### src/rtl/stopwatch_core_pkg.sv
// rtl/stopwatch_core_pkg.sv - shared state encoding, BCD field layout and clamp helpers
package stopwatch_core_pkg;

  typedef enum logic [1:0] {
    STOPPED = 2'd0,
    RUNNING = 2'd1,
    EXPIRED = 2'd2
  } sw_state_e;

  localparam int         CS_LSB  = 0;
  localparam int         SEC_LSB = 8;
  localparam int         MIN_LSB = 16;
  localparam logic [7:0] CS_MAX  = 8'h99;
  localparam logic [7:0] SEC_MAX = 8'h59;

  function automatic logic [3:0] clamp_nib(input logic [3:0] n, input logic [3:0] lim);
    return (n > lim) ? lim : n;
  endfunction

  // Per-digit clamp; correct for fields whose max digits are each the digit ceiling.
  function automatic logic [7:0] clamp_pair(input logic [7:0] v, input logic [7:0] max);
    return {clamp_nib(v[7:4], max[7:4]), clamp_nib(v[3:0], max[3:0])};
  endfunction

endpackage

### src/rtl/stopwatch_core_bcd_digit_pair.sv
// rtl/stopwatch_core_bcd_digit_pair.sv - two-digit BCD up/down counter with carry/borrow chain
module bcd_digit_pair #(
  parameter logic [7:0] MAX_BCD = 8'h99
) (
  input  logic       clk_i,
  input  logic       rst_i,
  input  logic       clr_i,
  input  logic       ld_i,
  input  logic [7:0] ld_val_i,
  input  logic       en_i,
  input  logic       down_i,
  output logic [7:0] val_o,
  output logic       co_o
);

  logic [7:0] val_q;
  logic [7:0] val_d;
  logic [7:0] step_val;

  always_comb begin
    step_val = val_q;
    if (down_i) begin
      if (val_q == 8'h00)             step_val = MAX_BCD;
      else if (val_q[3:0] == 4'd0)    step_val = {val_q[7:4] - 4'd1, 4'd9};
      else                            step_val = {val_q[7:4], val_q[3:0] - 4'd1};
    end else begin
      if (val_q == MAX_BCD)           step_val = 8'h00;
      else if (val_q[3:0] == 4'd9)    step_val = {val_q[7:4] + 4'd1, 4'd0};
      else                            step_val = {val_q[7:4], val_q[3:0] + 4'd1};
    end
  end

  always_comb begin
    val_d = val_q;
    if (clr_i)     val_d = 8'h00;
    else if (ld_i) val_d = ld_val_i;
    else if (en_i) val_d = step_val;
  end

  assign co_o  = en_i & (down_i ? (val_q == 8'h00) : (val_q == MAX_BCD));
  assign val_o = val_q;

  always_ff @(posedge clk_i or posedge rst_i) begin
    if (rst_i) val_q <= 8'h00;
    else       val_q <= val_d;
  end

endmodule

### src/rtl/stopwatch_core.sv
// rtl/stopwatch_core.sv - MM:SS.CC BCD stopwatch datapath and run sequencer
// Lap capture register exists only when STOPWATCH_LAP_EN is defined.
module stopwatch_core #(
  parameter logic [7:0] MAX_MIN_BCD = 8'h59
) (
  input  logic        clk,
  input  logic        rst,
  input  logic        ce100,
  input  logic        clr,
  input  logic        ld,
  input  logic        dir,
  input  logic        run,
  input  logic [23:0] load_bcd,
  input  logic        lap,
  output logic [23:0] time_bcd,
  output logic [23:0] lap_bcd,
  output logic        zero,
  output logic        running,
  output logic        done,
  output logic        wrap
);
  import stopwatch_core_pkg::*;

  sw_state_e  state_q, state_d;
  logic       done_q, done_d;
  logic       wrap_q, wrap_d;
  logic [7:0] cs_ld, sec_ld, min_san, min_ld;
  logic       tick, count_en, is_one;
  logic       cs_co, sec_co, min_co;

  assign cs_ld   = clamp_pair(load_bcd[CS_LSB +: 8], CS_MAX);
  assign sec_ld  = clamp_pair(load_bcd[SEC_LSB +: 8], SEC_MAX);
  assign min_san = {clamp_nib(load_bcd[MIN_LSB + 4 +: 4], 4'd9), clamp_nib(load_bcd[MIN_LSB +: 4], 4'd9)};
  assign min_ld  = (min_san > MAX_MIN_BCD) ? MAX_MIN_BCD : min_san;

  assign zero   = (time_bcd == 24'h000000);
  assign is_one = (time_bcd == 24'h000001);

  // A pause, clear or load in the same cycle swallows the tick.
  assign tick     = (state_q == RUNNING) & run & ce100 & ~clr & ~ld;
  assign count_en = tick & ~(dir & zero);

  bcd_digit_pair #(.MAX_BCD(CS_MAX)) u_cs (
    .clk_i(clk), .rst_i(rst), .clr_i(clr), .ld_i(ld), .ld_val_i(cs_ld),
    .en_i(count_en), .down_i(dir), .val_o(time_bcd[CS_LSB +: 8]), .co_o(cs_co)
  );

  bcd_digit_pair #(.MAX_BCD(SEC_MAX)) u_sec (
    .clk_i(clk), .rst_i(rst), .clr_i(clr), .ld_i(ld), .ld_val_i(sec_ld),
    .en_i(cs_co), .down_i(dir), .val_o(time_bcd[SEC_LSB +: 8]), .co_o(sec_co)
  );

  bcd_digit_pair #(.MAX_BCD(MAX_MIN_BCD)) u_min (
    .clk_i(clk), .rst_i(rst), .clr_i(clr), .ld_i(ld), .ld_val_i(min_ld),
    .en_i(sec_co), .down_i(dir), .val_o(time_bcd[MIN_LSB +: 8]), .co_o(min_co)
  );

  always_comb begin
    state_d = state_q;
    done_d  = 1'b0;
    wrap_d  = 1'b0;
    case (state_q)
      STOPPED: begin
        if (run && !(dir && zero)) state_d = RUNNING;
      end
      RUNNING: begin
        if (!run) begin
          state_d = STOPPED;
        end else if (tick && dir && (zero || is_one)) begin
          state_d = EXPIRED;
          done_d  = 1'b1;
        end else if (!dir && min_co) begin
          wrap_d = 1'b1;
        end
      end
      EXPIRED: begin
        if (!run || clr || ld) state_d = STOPPED;
      end
      default: state_d = STOPPED;
    endcase
  end

  always_ff @(posedge clk or posedge rst) begin
    if (rst) begin
      state_q <= STOPPED;
      done_q  <= 1'b0;
      wrap_q  <= 1'b0;
    end else begin
      state_q <= state_d;
      done_q  <= done_d;
      wrap_q  <= wrap_d;
    end
  end

  assign running = (state_q == RUNNING);
  assign done    = done_q;
  assign wrap    = wrap_q;

`ifdef STOPWATCH_LAP_EN
  logic [23:0] lap_q;

  always_ff @(posedge clk or posedge rst) begin
    if (rst)      lap_q <= 24'h000000;
    else if (clr) lap_q <= 24'h000000;
    else if (lap) lap_q <= time_bcd;
  end

  assign lap_bcd = lap_q;
`else
  logic unused_lap;

  assign unused_lap = lap;
  assign lap_bcd    = time_bcd;
`endif

endmodule

### config.mk
export PLATFORM = sky130hd
export DESIGN_NAME = stopwatch_core
export DESIGN_NICKNAME = d
export VERILOG_FILES = /design/src/rtl/stopwatch_core_pkg.sv /design/src/rtl/stopwatch_core_bcd_digit_pair.sv /design/src/rtl/stopwatch_core.sv
export SDC_FILE = /design/constraint.sdc
export NUM_CORES = 1
export LEC_CHECK = 0
export ABC_AREA = 1
export CAP_MARGIN = 20
export CORE_MARGIN = 2
export CORE_UTILIZATION = 40
export CTS_BUF_LIST = sky130_fd_sc_hd__clkbuf_8
export DETAILED_ROUTE_END_ITERATION = 8
export PLACE_DENSITY = 0.77
export REMOVE_ABC_BUFFERS = 1
export SYNTH_ARGS = -nofsm -noshare
export SYNTH_HDL_FRONTEND = slang
export SYNTH_HIERARCHICAL = 1
export SYNTH_SLANG_ARGS = --single-unit
### constraint.sdc
create_clock -name clk -period 2.9 [get_ports clk]
set_input_delay 0.29 -clock clk [delete_from_list [all_inputs] [get_ports clk]]
set_output_delay 0.29 -clock clk [all_outputs]
set_load 0.03 [all_outputs]
# [Word level (Yosys, flattened, before mapping)]
# Cells that the tools add are included.
[word_totals] register_bits=28 in_bits=32
[classes] magnitude_cmp=7 n_addsub=12 n_eq_ne=15 n_reduce_logical=29 muxes=46 n_bitwise=12
[ops] cell="two-way mux 8 bit" count=25
[ops] cell="adder 4 x 1 -> 4 bit (second input constant)" count=6
[ops] cell="== test 24 x 1 -> 1 bit (second input constant)" count=1
[ops] cell="zero test 24 bit" count=1
[ops] cell="zero test 8 bit" count=3
[ops] cell="two-way mux 4 bit" count=6
[ops] cell="subtractor 4 x 1 -> 4 bit (second input constant)" count=6
[ops] cell="> comparator 4 bit (second input constant)" count=5
[ops] cell="== test 8 x 7 -> 1 bit (second input constant)" count=2
[ops] cell="inequality test 5 x 3 -> 1 bit (second input constant)" count=3
[ops] cell="nonzero test 5 bit" count=3
[ops] cell="== test 4 bit (second input constant)" count=3
[ops] cell="zero test 4 bit" count=3
[ops] cell="AND reduction 3 bit" count=4
[ops] cell="two-way mux 1 bit" count=10
[ops] cell="AND 1 bit" count=9
[ops] cell="nonzero test 3 bit" count=3
[ops] cell="== test 8 bit (second input constant)" count=1
[ops] cell="> comparator 8 x 7 -> 1 bit (second input constant)" count=1
[ops] cell="two-way mux 2 bit" count=4
[ops] cell="case mux 2 bit (3 select lines)" count=1
[ops] cell="logical AND 1 bit" count=5
[ops] cell="> comparator 4 x 3 -> 1 bit (second input constant)" count=1
[ops] cell="inequality test 2 bit (second input constant)" count=2
[ops] cell="7 further kinds" count=13

# [Depth between registers and ports, before layout]
# Gate-level depths: netlist of run 1.
[logic_depth] depth_word=14 depth_mapped=18 depth_no_buf=18

# [Modules after synthesis]
# The synthesis of run 1 kept the hierarchy.
[by_module_without_submodules] module="bcd_digit_pair (u_cs)" area_per_inst_um2=922.1 instances=1 cells_each=140 seq_area_each_um2=200.2
[by_module_without_submodules] module="bcd_digit_pair (u_sec)" area_per_inst_um2=904.6 instances=1 cells_each=141 seq_area_each_um2=200.2
[by_module_without_submodules] module="bcd_digit_pair (u_min)" area_per_inst_um2=902.1 instances=1 cells_each=140 seq_area_each_um2=200.2
[by_module_without_submodules] module="stopwatch_core" area_per_inst_um2=683.2 instances=1 cells_each=117 seq_area_each_um2=100.1

# [Worst setup path before layout of run 1]
# No wires, ideal clock.
[synth_path] kind="register to register" startpoint="reg u_cs.val_q[1], in the netlist u_cs/val_o[1]" endpoint="reg u_min.val_q[7], in the netlist u_min/val_o[7]" t_arrival_ps=2177 slack_ps=658 synth_period_minus_slack_ps=2242 path_stages_with_launch=18 cell_sequence="dfrtp_1 inv_1 ha_1 nand2_2 nor2_4 nand2_2 or2_0 a21oi_1 inv_1 nor2_1 inv_1 nand2_2 inv_1 nor2_2 nand2_2 nor2_1 nand2_1 nand2_1"
[synth_via] elab_chain_len=8 elab_cells_between_ends=11 cone_classes="1 x eq/ne; 1 x mux; 5 x bitwise; 4 x reduce/logical"
[synth_lines] item="start, declared" line_no="stopwatch_core_bcd_digit_pair.sv:16" source="logic [7:0] val_q;"
[synth_lines] item="start signal, assigned" line_no="stopwatch_core_bcd_digit_pair.sv:45" source="else val_q <= val_d;"
[synth_lines] item="zero test 24 bit" line_no="stopwatch_core.sv:36" source="assign zero = (time_bcd == 24'h000000);"
[synth_lines] item="AND 1 bit" line_no="stopwatch_core.sv:41" source="assign count_en = tick & ~(dir & zero);"
[synth_lines] item="NOT 1 bit" line_no="stopwatch_core.sv:41"
[synth_lines] item="AND 1 bit" line_no="stopwatch_core.sv:41"
[synth_lines] item="AND 1 bit (*)" line_no="stopwatch_core_bcd_digit_pair.sv:40" source="assign co_o = en_i & (down_i ? (val_q == 8'h00) : (val_q == MAX_BCD));"
[synth_lines] item="net cs_co" line_no="stopwatch_core.sv:29" source="logic cs_co, sec_co, min_co;"
[synth_lines] item="AND 1 bit (*)" line_no="stopwatch_core_bcd_digit_pair.sv:40"
[synth_lines] item="net sec_co" line_no="stopwatch_core.sv:29"
[synth_lines] item="nonzero test 3 bit (no source line) (*)"
[synth_lines] item="AND reduction 3 bit (no source line) (*)"
[synth_lines] item="end signal, assigned" line_no="stopwatch_core_bcd_digit_pair.sv:45"
[synth_lines] item="end, declared" line_no="stopwatch_core_bcd_digit_pair.sv:16"
# The timed path passes the listed nets; every way through them passes the cells marked *.
# A chain may end at the register's enable or synchronous reset.

# [Final worst setup path of run 1]
[layout_path] startpoint="reg u_cs.val_q[1], in the netlist u_cs/val_o[1]" endpoint="reg u_min.val_q[6], in the netlist u_min/val_o[6]"
# The elaborated chain is that of the path after synthesis.

==> metrics.cfg, run 1 <==
[clocking]
htreeDepth=1
clk_pin_slew_ps=100
ctsRootBufferMaster=clkbuf_8
post-cts-setup-buffers=0
cts.sinks=28
ctsResizeCount=0
clkLatencyLatePin_ps=280
cts_made_buffers=3
cts_max_path_buffers=2
hold_buffers=0
cts_tree=built

[detailed_routing]
wire_per_inst_um=11.5
routed_wl_um=8050
drc_errors=0
vias=3382
avgViaCountPerCell=4.85
drtIter0Drc=141
drt-pass1-iter-count=4
drtAntennaViolNets=0

[synthesis]
yosysWarnings=6
synth_top_cell_by_area=dfrtp_1
synthCells=538
synth_most_common_cell=nand2_1
synth_edf_count=0
synth_top_area_share_pct=20.5
synthTopCellsByCount=nand2_1 (134), nor2_1 (110), inv_1 (54)
synth_area_um2=3410
seq_area_frac_synth_pct=20.5
synth_flop_cell=dfrtp_1
syn_area_per_cell_um2=6.34
synth.ff_latch_count=28
synth_cell_types=40
synth_area_leaders=dfrtp_1 (21%), nand2_1 (15%), nor2_1 (12%), ha_1 (8.1%), nand3_1 (7.2%)
async_reset_ff_share_pct=100

[setup_path]
critPathRequiredTime_ps=3130
rrSetupSlack_ps=450
r2r-start=u_cs/val_o[1]$_DFFE_PP0P_
rr_worst_depth=17
cp_max_fo=8
worst_setup_path_end_kind=flop
start_kind=flop
regToRegEndpoint=u_min/val_o[6]$_DFFE_PP0P_
critPathKind=flop to flop
cp.arrival_ps=2680

[timing]
slew_headroom_pct=66.6
finalCritPeriodShare_pct=84.6
min_period_ps=2450
finalHoldViolCount=0
timing.hold.ws_ps=310
finalSetupViolations=0
max_freq_ghz=0.408
fin_skew_ps=3.70
finalSetupTns_ps=0
worst_slew_pin_slew_ps=501
slew_viol_final=0
rsz0062_at_grt=no

[power]
p_leak_uw=0.00206
power_density_nw_per_um2=400
vdd_drop_max_mv=0.177

[global_routing]
antenna_found_initial=0
grt_max_degree=17
grt_pass1_vias=3226
grt_pass1_wl_um=14000
grt_overflow=0
grtUsageTotal_pct=18.4

[die]
die-area_um2=9290
rows=33
ioPinCount=84
fp.dieH_um=96.4
start_util_pct=41.3
core-area_um2=8260
die_w_um=96.4

[cells_and_area]
diodes=0
final_util_pct=50.5
nNetsFinal=648
drive_gt1_share_pct=9.78
areaGrowthSynthToFinish_pct=22.1

[flow_run]
maxCapViolations=0

[placement]
place.gp.congestion=0.894
hpwl_um=6470
port-buffer-count=82

[worst_hold_path]
hold_path.class=input pin to async pin

[outcome]
run_status=completed

==> through the flow <==
stage	area (um2)	instances	total power [uW]	setup slack (ps)
after global routing	4170	698	1800	175
after detailed placement	4110	694	1430	383
final	4170	698	1670	447
after global placement	4110	694	1410	418
after floorplan	3110	500	1100	455
after CTS	4170	698	1680	466
==> sequential cells by signal, summed over array words and instances, names as in the netlist <==
signal,cells
u_sec/val_o,8
u_min/val_o,8
state_q,2
wrap,1
done,1
u_cs/val_o,8
==> cells by family (layout without fill, tap and decap cells) <==
group                    after synthesis  count (layout)  synth area share [%]
AO/OA/AOI/OAI                         28              28                  4.69
XOR/XNOR                              11              11                  2.82
adder cells (fa/ha/maj)               22              22                  8.07
buffers and inverters                101             155                  16.0
flip-flops                            28              28                  20.5
other                                  1               2                 0.110
AND/OR/NAND/NOR                      347             347                  47.8
==> routing by layer <==
metal / vias to the layer above / GRT usage (%) / routed length [um]
li1: 1759 / - / -
met1: 1540 / 23.7 / 3550
met2: 79 / 32.8 / 4030
met3: 4 / 2.98 / 445
met4: 0 / 2.58 / 30
met5: - / 0 / 0
==> power breakdown <==
group	leakage, uW	total, uW	switching [uW]	internal, uW
Sequential	0.000367	520	89.9	430
Clock	0.0000288	247	125	122
Combinational	0.00166	902	538	363
==> cell usage in the layout (no fill, tap or decap), drive strengths merged <==
master,netlist,final
nand2,147,147
nor2,122,122
clkdlybuf4s50,0,82
inv,62,62
nand3,58,58
dfrtp,28,28
ha,22,22
o21ai,19,19
nand4,7,7
buf,35,7
xor2,7,7
or2,5,5
clkbuf,4,4
xnor2,4,4
a21oi,4,4
and2,3,3
o211ai,2,2
nand3b,2,2
conb,1,2
nor3,2,2
o21bai,1,1
nor3b,1,1
a211o,1,1
o22ai,1,1
==> cell type report <==
cell class / instances / area, um2
multi-input cells: 410 / 2170
clock buffers: 4 / 55.1
well taps: 105 / 131
flip-flops and latches: 28 / 701
fillers: 806 / 4090
repair buffers: 89 / 873
inverters: 62 / 235
==> how the worst max path moves through the flow <==
stage,from,to,slack (ps),cells past startpoint
after floorplan,u_cs/val_o[1]$_DFFE_PP0P_,u_min/val_o[7]$_DFFE_PP0P_,450,17
after global placement,dir,u_min/val_o[7]$_DFFE_PP0P_,420,15
after detailed placement,dir,u_min/val_o[6]$_DFFE_PP0P_,380,15
after CTS,u_cs/val_o[1]$_DFFE_PP0P_,u_min/val_o[6]$_DFFE_PP0P_,470,17
after global routing,u_cs/val_o[2]$_DFFE_PP0P_,u_min/val_o[5]$_DFFE_PP0P_,170,18
final,u_cs/val_o[1]$_DFFE_PP0P_,u_min/val_o[6]$_DFFE_PP0P_,450,17
==> critical path, cell delays in order, from the launching register on <==
cell and delay, ps:
dfrtp_1 470, inv_1 150, ha_1 200, nand2_2 70
nor2_4 140, nand2_2 90, or2_0 200, a21oi_1 130
inv_1 80, nor2_1 110, inv_1 70, nand2_2 100
inv_1 80, nor2_2 170, nand2_2 110, nor2_1 110
nand2_1 60, nand2_1 50
Note: power is estimated with default switching activity, not from simulation.
==> run 2, diff against run 1 <==
==> constraint.sdc (replaced) <==
create_clock -name clk -period 2.46 [get_ports clk]
set_input_delay 0.246 -clock clk [delete_from_list [all_inputs] [get_ports clk]]
set_output_delay 0.246 -clock clk [all_outputs]
set_load 0.03 [all_outputs]
==> metrics.cfg, run 2 (synthesis results as in run 1) <==
[timing]
finalHoldViolCount=0  ; unchanged
fin_skew_ps=3.29  ; -0.412 ps
max_freq_ghz=0.439  ; +7.6%
finalSetupViolations=0  ; unchanged
finalCritPeriodShare_pct=92.7  ; +8.1 points
fin_ws_ps=180  ; -267 ps
min_period_ps=2280  ; -173 ps
slew_viol_final=0  ; unchanged

[die]
fp.dieH_um=96.4  ; unchanged
die_w_um=96.4  ; unchanged
die-area_um2=9290  ; unchanged
start_util_pct=41.3  ; unchanged
ioPinCount=84  ; unchanged
core-area_um2=8260  ; unchanged
rows=33  ; unchanged

[placement]
port-buffer-count=82  ; unchanged
dp.cells=709  ; +2.2%
hpwl_um=6800  ; +5.1%
place.gp.congestion=0.935  ; +4.6%
pre_cts_slack_ps=52.8  ; -330 ps

[power]
vdd_drop_max_mv=0.258  ; +46%
power_density_nw_per_um2=486  ; +21%
p_leak_uw=0.00215  ; +4.6%

[global_routing]
grt_pass1_wl_um=14000  ; +0.39%
grtUsageTotal_pct=18.8  ; +0.42 points
grt_pass1_vias=3141  ; -2.6%
grt_overflow=0  ; unchanged
antenna_found_initial=0  ; unchanged
grt_max_degree=17  ; unchanged

[clocking]
hold_buffers=0  ; unchanged
htreeDepth=1  ; unchanged
clk_pin_slew_ps=100  ; about the same
clkLatencyLatePin_ps=280  ; about the same
ctsRootBufferMaster=clkbuf_8
cts_made_buffers=3  ; unchanged
cts.sinks=28  ; unchanged
cts_max_path_buffers=2  ; unchanged
cts_tree=built

[cells_and_area]
areaGrowthSynthToFinish_pct=27.3
layout_common_cells=nand2_1 (134), nor2_1 (107), clkdlybuf4s50_1 (82)
layout.cells.most_common=nand2_1
nNetsFinal=666  ; +2.8%
fill_cells=836  ; +3.7%
final_cell_count_no_fill=716  ; +2.6%
diodes=0  ; unchanged
drive_gt1_share_pct=13.9  ; +4.1 points

[detailed_routing]
avgViaCountPerCell=4.88  ; +0.80%
wire_per_inst_um=11.8  ; +2.2%
drt-pass1-iter-count=5  ; +1
drtAntennaViolNets=0  ; unchanged
routed_wl_um=8430  ; +4.8%
vias=3497  ; +3.4%
drc_errors=0  ; unchanged
drtIter0Drc=153  ; +8.5%

[setup_path]
rrSetupSlack_ps=180  ; -270 ps
critPathKind=flop to flop
worst_setup_path_end_kind=flop
start_kind=flop
cp_max_fo=4  ; -4
cp.arrival_ps=2480  ; -200 ps
critPathRequiredTime_ps=2660  ; -470 ps

[flow_run]
maxCapViolations=0  ; unchanged

[worst_hold_path]
hold_path.class=input pin to async pin

[outcome]
run_status=completed

run 2: path summary, 6_finish.rpt:
path                                           startpoint                          to  depth (start not counted)
max in group asynchronous                             rst   u_cs/val_o[4]$_DFFE_PP0P_                          2
worst min register to register  u_cs/val_o[6]$_DFFE_PP0P_   u_cs/val_o[6]$_DFFE_PP0P_                          2
worst max-delay path            u_cs/val_o[0]$_DFFE_PP0P_  u_min/val_o[0]$_DFFE_PP0P_                         15
min in group clk                u_cs/val_o[6]$_DFFE_PP0P_   u_cs/val_o[6]$_DFFE_PP0P_                          2
worst max register to register  u_cs/val_o[0]$_DFFE_PP0P_  u_min/val_o[0]$_DFFE_PP0P_                         15
worst min-delay path                                  rst      state_q[0]$_DFFE_PP0P_                          2
run 2: critical path, stage by stage, from the launching register on:
cell	delay, ps
dfrtp_1	390
buf_6	120
ha_2	180
nand2_2	70
nor2_4	140
nand2_2	90
or2_0	200
a21oi_1	150
inv_1	70
nor2_1	100
inv_1	70
nand2_2	110
inv_2	70
nor2_4	160
o21ai_0	110
o22ai_1	180
run 2: layout make-up:
cell class | count | area (um2) | share of cell area (%)
timing repair buffer | 107 | 1010 | 23.3
clock inverter | 1 | 30.0 | 0.691
inverter | 62 | 235 | 5.41
multi-input combinational | 410 | 2190 | 50.4
tap | 105 | 131 | 3.02
sequential | 28 | 703 | 16.2
clock buffer | 3 | 41.3 | 0.950
run 2: repair_timing:
action	4_1_cts	5_1_grt
resized for setup	0	12
buffers inserted	0	3
endpoints found under the setup margin	0	8
endpoints found under the hold margin	0	0
run 2: power by group:
| group | internal, uW | switching (uW) |
|---|---|---|
| registers | 509 | 64.6 |
| clock network | 218 | 152 |
| logic | 471 | 698 |
| total | 1200 | 914 |
run 2: per-stage QoR:
stage | hold slack [ps] | util, % | power [uW] | area, um2 | setup TNS (ps)
floorplan | 12.1 | - | 1300 | 3110 | 0
global placement | 493 | 51.2 | 1710 | 4220 | 0
detailed placement | 510 | 51.2 | 1730 | 4220 | 0
CTS | 278 | 52.0 | 2110 | 4300 | 0
global route | 309 | 52.6 | 2270 | 4340 | -34.1
finish | 283 | 52.6 | 2110 | 4340 | 0
run 2: routing by layer:
metal,up-vias,global-route usage [%],part of all wire (%)
met5,-,0,0
met2,105,31.8,49
met3,12,2.66,5.5
met4,0,5.40,1.6
met1,1595,24.8,44
li1,1785,-,-
==> run 3, diff against run 2 <==
--- a/config.mk
+++ b/config.mk
@@ -7,7 +7,6 @@
 export LEC_CHECK = 0
 export ABC_AREA = 1
 export CAP_MARGIN = 20
-export CORE_MARGIN = 2
 export CORE_UTILIZATION = 40
 export CTS_BUF_LIST = sky130_fd_sc_hd__clkbuf_8
 export DETAILED_ROUTE_END_ITERATION = 8
==> metrics.cfg, run 3 (synthesis results as in run 1) <==
[timing]
finalCritPeriodShare_pct=92.4  ; -0.25 points
fin_skew_ps=1.70  ; -1.59 ps
finalSetupViolations=0  ; unchanged
max_freq_ghz=0.440  ; +0.27%
finalHoldViolCount=0  ; unchanged
rsz0062_at_grt=no
min_period_ps=2270  ; -6.23 ps
slew_viol_final=0  ; unchanged
finalSetupTns_ps=0  ; unchanged

[die]
rows=33  ; unchanged
die_w_um=94.4  ; -2.1%
start_util_pct=41.5  ; +0.21 points
die-area_um2=8900  ; -4.1%
fp.dieH_um=94.4  ; -2.1%
ioPinCount=84  ; unchanged
core-area_um2=8220  ; -0.50%

[power]
vdd_drop_max_mv=0.205  ; -20%
switchingPower_uw=904  ; -1.1%
p_clk_share_pct=17.3  ; -0.2 points
power_density_nw_per_um2=485  ; -0.27%
p_comb_share_pct=55.3  ; about the same
sw_frac_of_total_pct=43.0  ; -0.30 points
p_seq_share_pct=27.4  ; +0.3 points
p_leak_uw=0.00215  ; -0.23%
internal_power_uw=1200  ; +0.11%

[placement]
hpwl_um=6680  ; -1.9%
place.gp.congestion=0.907  ; -3.0%
port-buffer-count=82  ; unchanged
dp.cells=711  ; +0.28%

[global_routing]
grt_pass1_vias=3078  ; -2.0%
grt_pass1_wl_um=13800  ; -1.9%
antenna_found_initial=0  ; unchanged
grt_max_degree=17  ; unchanged
grtUsageTotal_pct=19.0  ; +0.19 points
grt_overflow=0  ; unchanged

[cells_and_area]
layout.cells.most_common=nand2_1
layout_common_cells=nand2_1 (134), nor2_1 (110), clkdlybuf4s50_1 (82)
final_util_pct=52.8  ; +0.19 points
nNetsFinal=666  ; unchanged
drive_gt1_share_pct=14.1  ; +0.16 points
final_cell_count_no_fill=716  ; unchanged
areaGrowthSynthToFinish_pct=27.1
diodes=0  ; unchanged

[worst_hold_path]
hold_path.class=input pin to async pin

[clocking]
clk_pin_slew_ps=100  ; about the same
cts_made_buffers=3  ; unchanged
htreeDepth=1  ; unchanged
cts_tree=built
cts.sinks=28  ; unchanged
ctsRootBufferMaster=clkbuf_8
clkLatencyLatePin_ps=280  ; about the same
cts_max_path_buffers=2  ; unchanged
hold_buffers=0  ; unchanged

[flow_run]
maxCapViolations=0  ; unchanged

[setup_path]
critPathRequiredTime_ps=2680  ; +20 ps
cp_max_fo=4  ; unchanged
critPathKind=flop to flop
worst_setup_path_end_kind=flop
start_kind=flop
cp.arrival_ps=2500  ; +20 ps

[detailed_routing]
drc_errors=0  ; unchanged
drt-pass1-iter-count=4  ; -1
routed_wl_um=8350  ; -1.0%
drtIter0Drc=149  ; -2.6%
wire_per_inst_um=11.7  ; -1.0%
drtAntennaViolNets=0  ; unchanged
avgViaCountPerCell=4.81  ; -1.5%
vias=3446  ; -1.5%

[outcome]
run_status=completed

[run 3: final timing paths]
| check | depth (start not counted) | startpoint | slack (ps) | endpoint |
|---|---|---|---|---|
| min in group clk | 2 | u_cs/val_o[6]$_DFFE_PP0P_ | 520 | u_cs/val_o[6]$_DFFE_PP0P_ |
| setup / recovery | 17 | u_cs/val_o[1]$_DFFE_PP0P_ | 190 | u_min/val_o[7]$_DFFE_PP0P_ |
| max in group asynchronous | 2 | rst | 1830 | u_cs/val_o[5]$_DFFE_PP0P_ |
| hold reg to reg | 2 | u_cs/val_o[6]$_DFFE_PP0P_ | 520 | u_cs/val_o[6]$_DFFE_PP0P_ |
| hold / removal | 2 | rst | 260 | state_q[1]$_DFFE_PP0P_ |
| setup reg to reg | 17 | u_cs/val_o[1]$_DFFE_PP0P_ | 190 | u_min/val_o[7]$_DFFE_PP0P_ |
[run 3: worst max-delay path, stage by stage, from the launching register on]
cell,delay [ps]
dfrtp_1,400
inv_2,90
ha_2,210
nand2_2,80
nor2_4,110
nand2_2,90
or2_0,230
a21oi_2,140
inv_1,80
nor2_1,110
inv_1,70
nand2_2,100
inv_1,100
nor2_4,120
nand2_2,90
nor2_1,100
nand2_1,60
nand2_1,50
[run 3: timing repair]
action,CTS,global route
setup endpoints to repair,0,8
gates resized for setup,0,11
buffers inserted,0,1
[run 3: metal layers]
| metal | routed length [um] | share of wire, % | vias up | GRT usage, % |
|---|---|---|---|---|
| li1 | - | - | 1786 | - |
| met1 | 3840 | 46 | 1589 | 24.8 |
| met2 | 4230 | 51 | 64 | 34.1 |
| met3 | 228 | 2.7 | 7 | 1.61 |
| met4 | 57 | 0.68 | 0 | 3.72 |
| met5 | 0 | 0 | - | 0 |
[run 3: final cells by class]
cell class              count  area [um2]
inverters                  62         235
clock inverters             1        30.0
multi-input cells         410        2180
well taps                 105         131
fillers                   800        3880
clock buffers               3        41.3
flip-flops and latches     28         707
repair buffers            107        1010
[run 3: power by group through the flow]
stage,clock network (uW),registers (uW),logic (uW)
detailed placement,0,582,1150
floorplan,0,806,493
global route,390,586,1270
global placement,0,581,1130
CTS,372,574,1160
finish,365,576,1160
[run 3: metrics by stage]
stage	hold WS, ps	worst slack (ps)	instance area, um2	total power (uW)
after floorplan	12.1	14.9	3110	1300
after global placement	492	108	4240	1710
after detailed placement	504	52.6	4240	1730
after CTS	261	122	4310	2100
after global routing	295	5.67	4340	2250
final	262	186	4340	2100
